## src/rtl/spi_master.sv

```systemverilog
// SPI mode-0 master: sends one byte LSB-first on MOSI while capturing one byte from MISO.
// Optional back-to-back transfers with CS_N held low: define SPI_MST_BURST_EN.
module spi_master #(
   parameter int FPGA_CLK = 12_000_000,
   parameter int SPI_CLK  = 1_000_000,
   parameter int HALF     = FPGA_CLK / (2 * SPI_CLK)
) (
   input  logic       clk,
   input  logic       rst_n,
   input  logic       tx_valid,
   output logic       tx_ready,
   input  logic [7:0] tx_data,
   output logic       rx_valid,
   output logic [7:0] rx_data,
   output logic       sclk,
   output logic       mosi,
   input  logic       miso,
   output logic       cs_n
);

   localparam int DIV_W = (HALF > 1) ? $clog2(HALF) : 1;
   localparam logic [DIV_W-1:0] DIV_MAX = DIV_W'(HALF - 1);

   if (HALF < 1) begin : g_bad_half
      $error("spi_master: HALF must be >= 1 (FPGA_CLK >= 2*SPI_CLK)");
   end

`ifdef SPI_MST_BURST_EN
   localparam bit BURST = 1'b1;
`else
   localparam bit BURST = 1'b0;
`endif

   typedef enum logic [2:0] {IDLE, SETUP, SHIFT, HOLD, GAP} state_t;

   state_t           state, state_nx;
   logic [DIV_W-1:0] div;
   logic [2:0]       bit_cnt;
   logic [7:0]       tx_sh;
   logic [7:0]       rx_sh;
   logic             tick;
   logic             last;
   logic             hs;

   // last = the falling edge closing bit 7; this is also the rx_valid cycle
   always_comb begin
      tick     = (div == DIV_MAX);
      last     = (state == SHIFT) && tick && sclk && (bit_cnt == 3'd7);
      tx_ready = (state == IDLE) || (BURST && last);
      hs       = tx_valid && tx_ready;
      state_nx = state;
      case (state)
         IDLE:    if (hs)   state_nx = SETUP;
         SETUP:   if (tick) state_nx = SHIFT;
         SHIFT:   if (last) state_nx = hs ? SHIFT : HOLD;
         HOLD:    if (tick) state_nx = GAP;
         GAP:     if (tick) state_nx = IDLE;
         default:           state_nx = IDLE;
      endcase
   end

   always_ff @(posedge clk or negedge rst_n) begin
      if (!rst_n) state <= IDLE;
      else        state <= state_nx;
   end

   always_ff @(posedge clk or negedge rst_n) begin
      if (!rst_n) begin
         div      <= '0;
         bit_cnt  <= 3'd0;
         tx_sh    <= 8'h00;
         rx_sh    <= 8'h00;
         rx_data  <= 8'h00;
         rx_valid <= 1'b0;
         sclk     <= 1'b0;
         mosi     <= 1'b0;
         cs_n     <= 1'b1;
      end else begin
         rx_valid <= 1'b0;
         if (state == IDLE || tick) div <= '0;
         else                       div <= div + DIV_W'(1);
         case (state)
            IDLE: begin
               if (hs) begin
                  tx_sh   <= tx_data;
                  mosi    <= tx_data[0];
                  cs_n    <= 1'b0;
                  bit_cnt <= 3'd0;
               end
            end
            SHIFT: begin
               if (tick) begin
                  if (!sclk) begin
                     sclk           <= 1'b1;
                     rx_sh[bit_cnt] <= miso;
                  end else begin
                     sclk    <= 1'b0;
                     bit_cnt <= bit_cnt + 3'd1;
                     if (bit_cnt == 3'd7) begin
                        rx_data  <= rx_sh;
                        rx_valid <= 1'b1;
                        // burst: reload and start the next byte with no SETUP
                        if (hs) begin
                           tx_sh <= tx_data;
                           mosi  <= tx_data[0];
                        end
                     end else begin
                        mosi <= tx_sh[bit_cnt + 3'd1];
                     end
                  end
               end
            end
            HOLD: if (tick) cs_n <= 1'b1;
            default: ;
         endcase
      end
   end

endmodule

```

## config.mk

```make
export PLATFORM = sky130hd
export DESIGN_NAME = spi_master
export DESIGN_NICKNAME = d
export VERILOG_FILES = /design/src/rtl/spi_master.sv
export SDC_FILE = /design/constraint.sdc
export NUM_CORES = 1
export LEC_CHECK = 0
export CAP_MARGIN = 10
export CELL_PAD_IN_SITES_DETAIL_PLACEMENT = 1
export CELL_PAD_IN_SITES_GLOBAL_PLACEMENT = 1
export CORE_MARGIN = 5
export CORE_UTILIZATION = 39
export DETAILED_ROUTE_END_ITERATION = 16
export GPL_TIMING_DRIVEN = 0
export MAX_ROUTING_LAYER = met4
export PLACE_DENSITY = 0.76
export SLEW_MARGIN = 20
export SYNTH_ARGS = -nofsm -noshare
export SYNTH_HDL_FRONTEND = slang
export SYNTH_SLANG_ARGS = --single-unit
```

## constraint.sdc

```tcl
create_clock -name clk -period 2.26 [get_ports clk]
set_clock_uncertainty 0.05 [all_clocks]
set_input_delay 0.452 -clock clk [delete_from_list [all_inputs] [get_ports clk]]
set_output_delay 0.452 -clock clk [all_outputs]
set_load 0.01 [all_outputs]
```

==> insert_results.sql, run 1 <==
INSERT INTO impl_metrics (metric_group, metric, value, unit) VALUES
('outcome', 'outcome', 'finished clean', ''),
('synth', 'post_synth.cell_area_avg', '12.6', 'um2'),
('layout', 'p_r_area_growth_vs_syn', '29.3', '%'),
('worst_setup_path', 'timing.critical_path.slowest_stage_cell', 'sky130_fd_sc_hd__or4b_4', ''),
('synth', 'synth-edff-count', '0', ''),
('synth', 'synth.largest_area_cell', 'sky130_fd_sc_hd__dfrtp_1', ''),
('synth', 'asyncSetResetFlopFracSynth', '100', '%'),
('clock_tree', 'cts-htree-levels', '2', ''),
('layout', 'finalNetCount', '187', ''),
('sta', 'rsz0062_at_grt', 'false', ''),
('clock_tree', 'cts.path.max_buffers', '2', ''),
('global_route', 'grt_pass1_vias', '1272', ''),
('worst_setup_path', 'crit_fanout', '8', ''),
('clock_tree', 'numCtsBuffers', '5', ''),
('detailed_routing', 'detail_route.iter0.violations', '28', ''),
('worst_setup_path', 'cp_common_cell', 'sky130_fd_sc_hd__buf_6', ''),
('sta', 'period_minus_slack', '2.20', 'ns'),
('power_and_ir_drop', 'report.power.total', '1.25', 'mW'),
('synth', 'ys_seq_area_share', '54.6', '%'),
('detailed_routing', 'routed_via_count', '1143', ''),
('synth', 'mappedNetlistNets', '151', ''),
('sta', 'worst_pin_slew', '0.754', 'ns'),
('worst_setup_path', 'cp.required', '2.38', 'ns'),
('global_route', 'grt_first_pass_wirelength', '6000', 'um'),
('worst_setup_path', 'critPathTopFamily', 'simple AND/OR/NAND/NOR gates', ''),
('synth', 'yosysMostFrequentCell', 'sky130_fd_sc_hd__dfrtp_1', ''),
('synth', 'yosysTopAreaCellShare', '53.1', '%'),
('detailed_routing', 'routed_via_density', '5.10', ''),
('detailed_routing', 'drcViolationCount', '0', ''),
('synth', 'netlist_top_cells_count', 'sky130_fd_sc_hd__dfrtp_1, sky130_fd_sc_hd__mux2_2, sky130_fd_sc_hd__nor2_1', ''),
('worst_setup_path', 'cp.buffers_inverters', '2', ''),
('global_route', 'grt_antenna_before_repair', '0', ''),
('detailed_routing', 'ant_nets', '0', ''),
('clock_tree', 'cts.hold.buffers_added', '0', ''),
('worst_setup_path', 'slowest_delay', '0.52', 'ns'),
('synth', 'post_synth_instance_area', '1700', 'um2'),
('die', 'start_util', '39.5', '%'),
('die', 'rows', '24', ''),
('clock_tree', 'cts-root-buf', 'sky130_fd_sc_hd__clkbuf_8', ''),
('die', 'floorplan.core_area', '4290', 'um2'),
('worst_setup_path', 'timing.critical_path.from_type', 'flip-flop', ''),
('global_route', 'grtUsageTotal', '12.9', '%'),
('layout', 'nFillCells', '439', ''),
('placement', 'postPlaceCellArea', '2020', 'um2'),
('global_route', 'gr-total-overflow', '0', ''),
('synth', 'synth_area_leaders', 'sky130_fd_sc_hd__dfrtp_1, sky130_fd_sc_hd__mux2_2, sky130_fd_sc_hd__mux2_4', ''),
('die', 'die_area', '5770', 'um2'),
('die', 'io_pins', '25', ''),
('clock_tree', 'clock-sinks', '37', ''),
('placement', 'gp_congestion', '0.781', ''),
('die', 'die_h', '76.0', 'um'),
('job', 'max-cap-violations', '0', ''),
('synth', 'netlist_instances', '135', ''),
('hold_path', 'hold_class', 'input pin to asynchronous set/reset pin', ''),
('worst_setup_path', 'worstPathArrival', '2.32', 'ns'),
('layout', 'final_core_utilization', '51.1', '%'),
('power_and_ir_drop', 'irDropWorstVdd', '0.000332', 'V'),
('global_route', 'pin_count_of_the_biggest_net_entering_global_routing', '23', ''),
('sta', 'final-hold-violation-count', '0', ''),
('detailed_routing', 'number_of_detailed_route_iterations_in_the_first_pass', '4', ''),
('clock_tree', 'cts_tree', 'done', ''),
('sta', 'clock.fmax', '455', 'MHz'),
('placement', 'port-buffer-count', '24', ''),
('layout', 'post_route_cells_drive_above_1_share', '32.0', '%'),
('sta', 'fin_hold_ws', '0.0454', 'ns'),
('sta', 'max-slew-margin-rel', '49.5', '%'),
('synth', 'postSynth.topFlopCell', 'sky130_fd_sc_hd__dfrtp_1', ''),
('die', 'horiz_die_dim', '76.0', 'um'),
('worst_setup_path', 'path_cells', 'ha_4 > nand3_2 > or4b_4 > buf_6 > or2_4 > buf_6 > mux2_4', ''),
('sta', 'final-setup-viol-count', '0', ''),
('synth', 'ys.warnings.count', '0', '');
-- what timing repair did --
item	CTS	global route
endpoints found under the hold margin	0	0
endpoints found under the setup margin	9	8
resized for setup	8	8
setup buffers	0	3
gates cloned	0	1
-- final timing paths --
path / startpoint / to / slack [ns] / depth (start not counted)
max: div[0]$_DFF_PN0_ / rx_data[3]$_DFFE_PN0P_ / 0.06 / 7
max reg2reg: div[0]$_DFF_PN0_ / rx_data[3]$_DFFE_PN0P_ / 0.06 / 7
min in group clk: tx_sh[6]$_DFFE_PN0P_ / tx_sh[6]$_DFFE_PN0P_ / 0.45 / 1
max in group asynchronous: rst_n / state[0]$_DFFE_PN0P_ / 1.66 / 2
min reg2reg: tx_sh[6]$_DFFE_PN0P_ / tx_sh[6]$_DFFE_PN0P_ / 0.45 / 1
min: rst_n / state[2]$_DFFE_PN0P_ / 0.05 / 1
-- per-layer routing --
metal  vias up  global-route usage (%)  share of wire (%)
li1        536                       -                  -
met1       569                    13.7                 42
met2        29                    22.5                 52
met3         9                    4.27                5.1
met4         0                    4.27                1.7
met5         -                       -                  0
-- cell type report --
class | count | area (um2) | share of cell area, %
repair buffers | 29 | 295 | 13.5
flip-flops and latches | 37 | 930 | 42.4
inverters | 7 | 26.3 | 1.20
clock buffers | 7 | 96.3 | 4.39
clock inverters | 1 | 5.00 | 0.228
multi-input cells | 88 | 748 | 34.1
plain buffers | 3 | 27.5 | 1.25
well taps | 52 | 65.1 | 2.97
-- flip-flops by register name, indices dropped and copies added, names as in the netlist, 3 cells and up --
signal and cells:
tx_sh 8, rx_sh 8, rx_data 8, bit_cnt 3, state 3, div 3
-- report_power, final --
group	switching [mW]	internal [mW]	total, mW
registers	0.00705	0.676	0.683
logic	0.0270	0.0420	0.0690
clock network	0.225	0.275	0.500
-- layout by cell type, fill, tap and decap left out, types with 2 or more instances in the layout --
master                            netlist  routed
sky130_fd_sc_hd__clkbuf_8               0       7
sky130_fd_sc_hd__dfrtp_1               36      34
sky130_fd_sc_hd__or2_2                  2       2
sky130_fd_sc_hd__mux2_4                 8       8
sky130_fd_sc_hd__buf_2                  2       2
sky130_fd_sc_hd__nand3b_1               3       3
sky130_fd_sc_hd__buf_4                  0       3
sky130_fd_sc_hd__dfrtp_2                0       2
sky130_fd_sc_hd__o21ai_0                5       5
sky130_fd_sc_hd__nor2_1                16      15
sky130_fd_sc_hd__mux2i_1                2       2
sky130_fd_sc_hd__nand2b_1               3       3
sky130_fd_sc_hd__ha_1                   4       3
sky130_fd_sc_hd__mux2_2                17      17
sky130_fd_sc_hd__xor2_1                 2       2
sky130_fd_sc_hd__mux4_2                 2       2
sky130_fd_sc_hd__a21oi_1                2       2
sky130_fd_sc_hd__or4_1                  2       2
sky130_fd_sc_hd__clkdlybuf4s50_1        0      22
sky130_fd_sc_hd__buf_6                  1       3
sky130_fd_sc_hd__nand2_1                6       6
sky130_fd_sc_hd__inv_1                  7       6
sky130_fd_sc_hd__nor3_1                 4       4
-- metrics by stage --
stage / TNS [ns] / setup slack [ns] / cells
floorplan: 0 / 0.121 / 135
global placement: -4.00 / -0.113 / 211
detailed placement: -0.977 / -0.0831 / 212
CTS: 0 / 0.00233 / 220
global route: 0 / 0.00319 / 224
finish: 0 / 0.0598 / 224
-- kinds of logic after synthesis --
logic type	share of synthesized area, %
adders and majority gates	2.95
AOI/OAI and AO/OA	3.47
and+or+nand+nor	12.9
muxes	22.2
DFF	54.6
xor gates and xnor gates	1.03
buffers and inverters	2.80
No activity file was read; power rests on OpenSTA's default activity.
==> run 2, diff against run 1 <==
==> constraint.sdc (replaced) <==
create_clock -name clk -period 2.26 [get_ports clk]
set_clock_uncertainty 0.05 [all_clocks]
set_input_delay 0.565 -clock clk [delete_from_list [all_inputs] [get_ports clk]]
set_output_delay 0.565 -clock clk [all_outputs]
set_load 0.01 [all_outputs]
==> results of run 2 <==
Same layout as run 1 (identical final DEF). Status: finished clean.
Among the figures that moved: setup slack after placement -0.0831 ns -> -0.196 ns; hold slack 0.0454 ns -> 0.158 ns
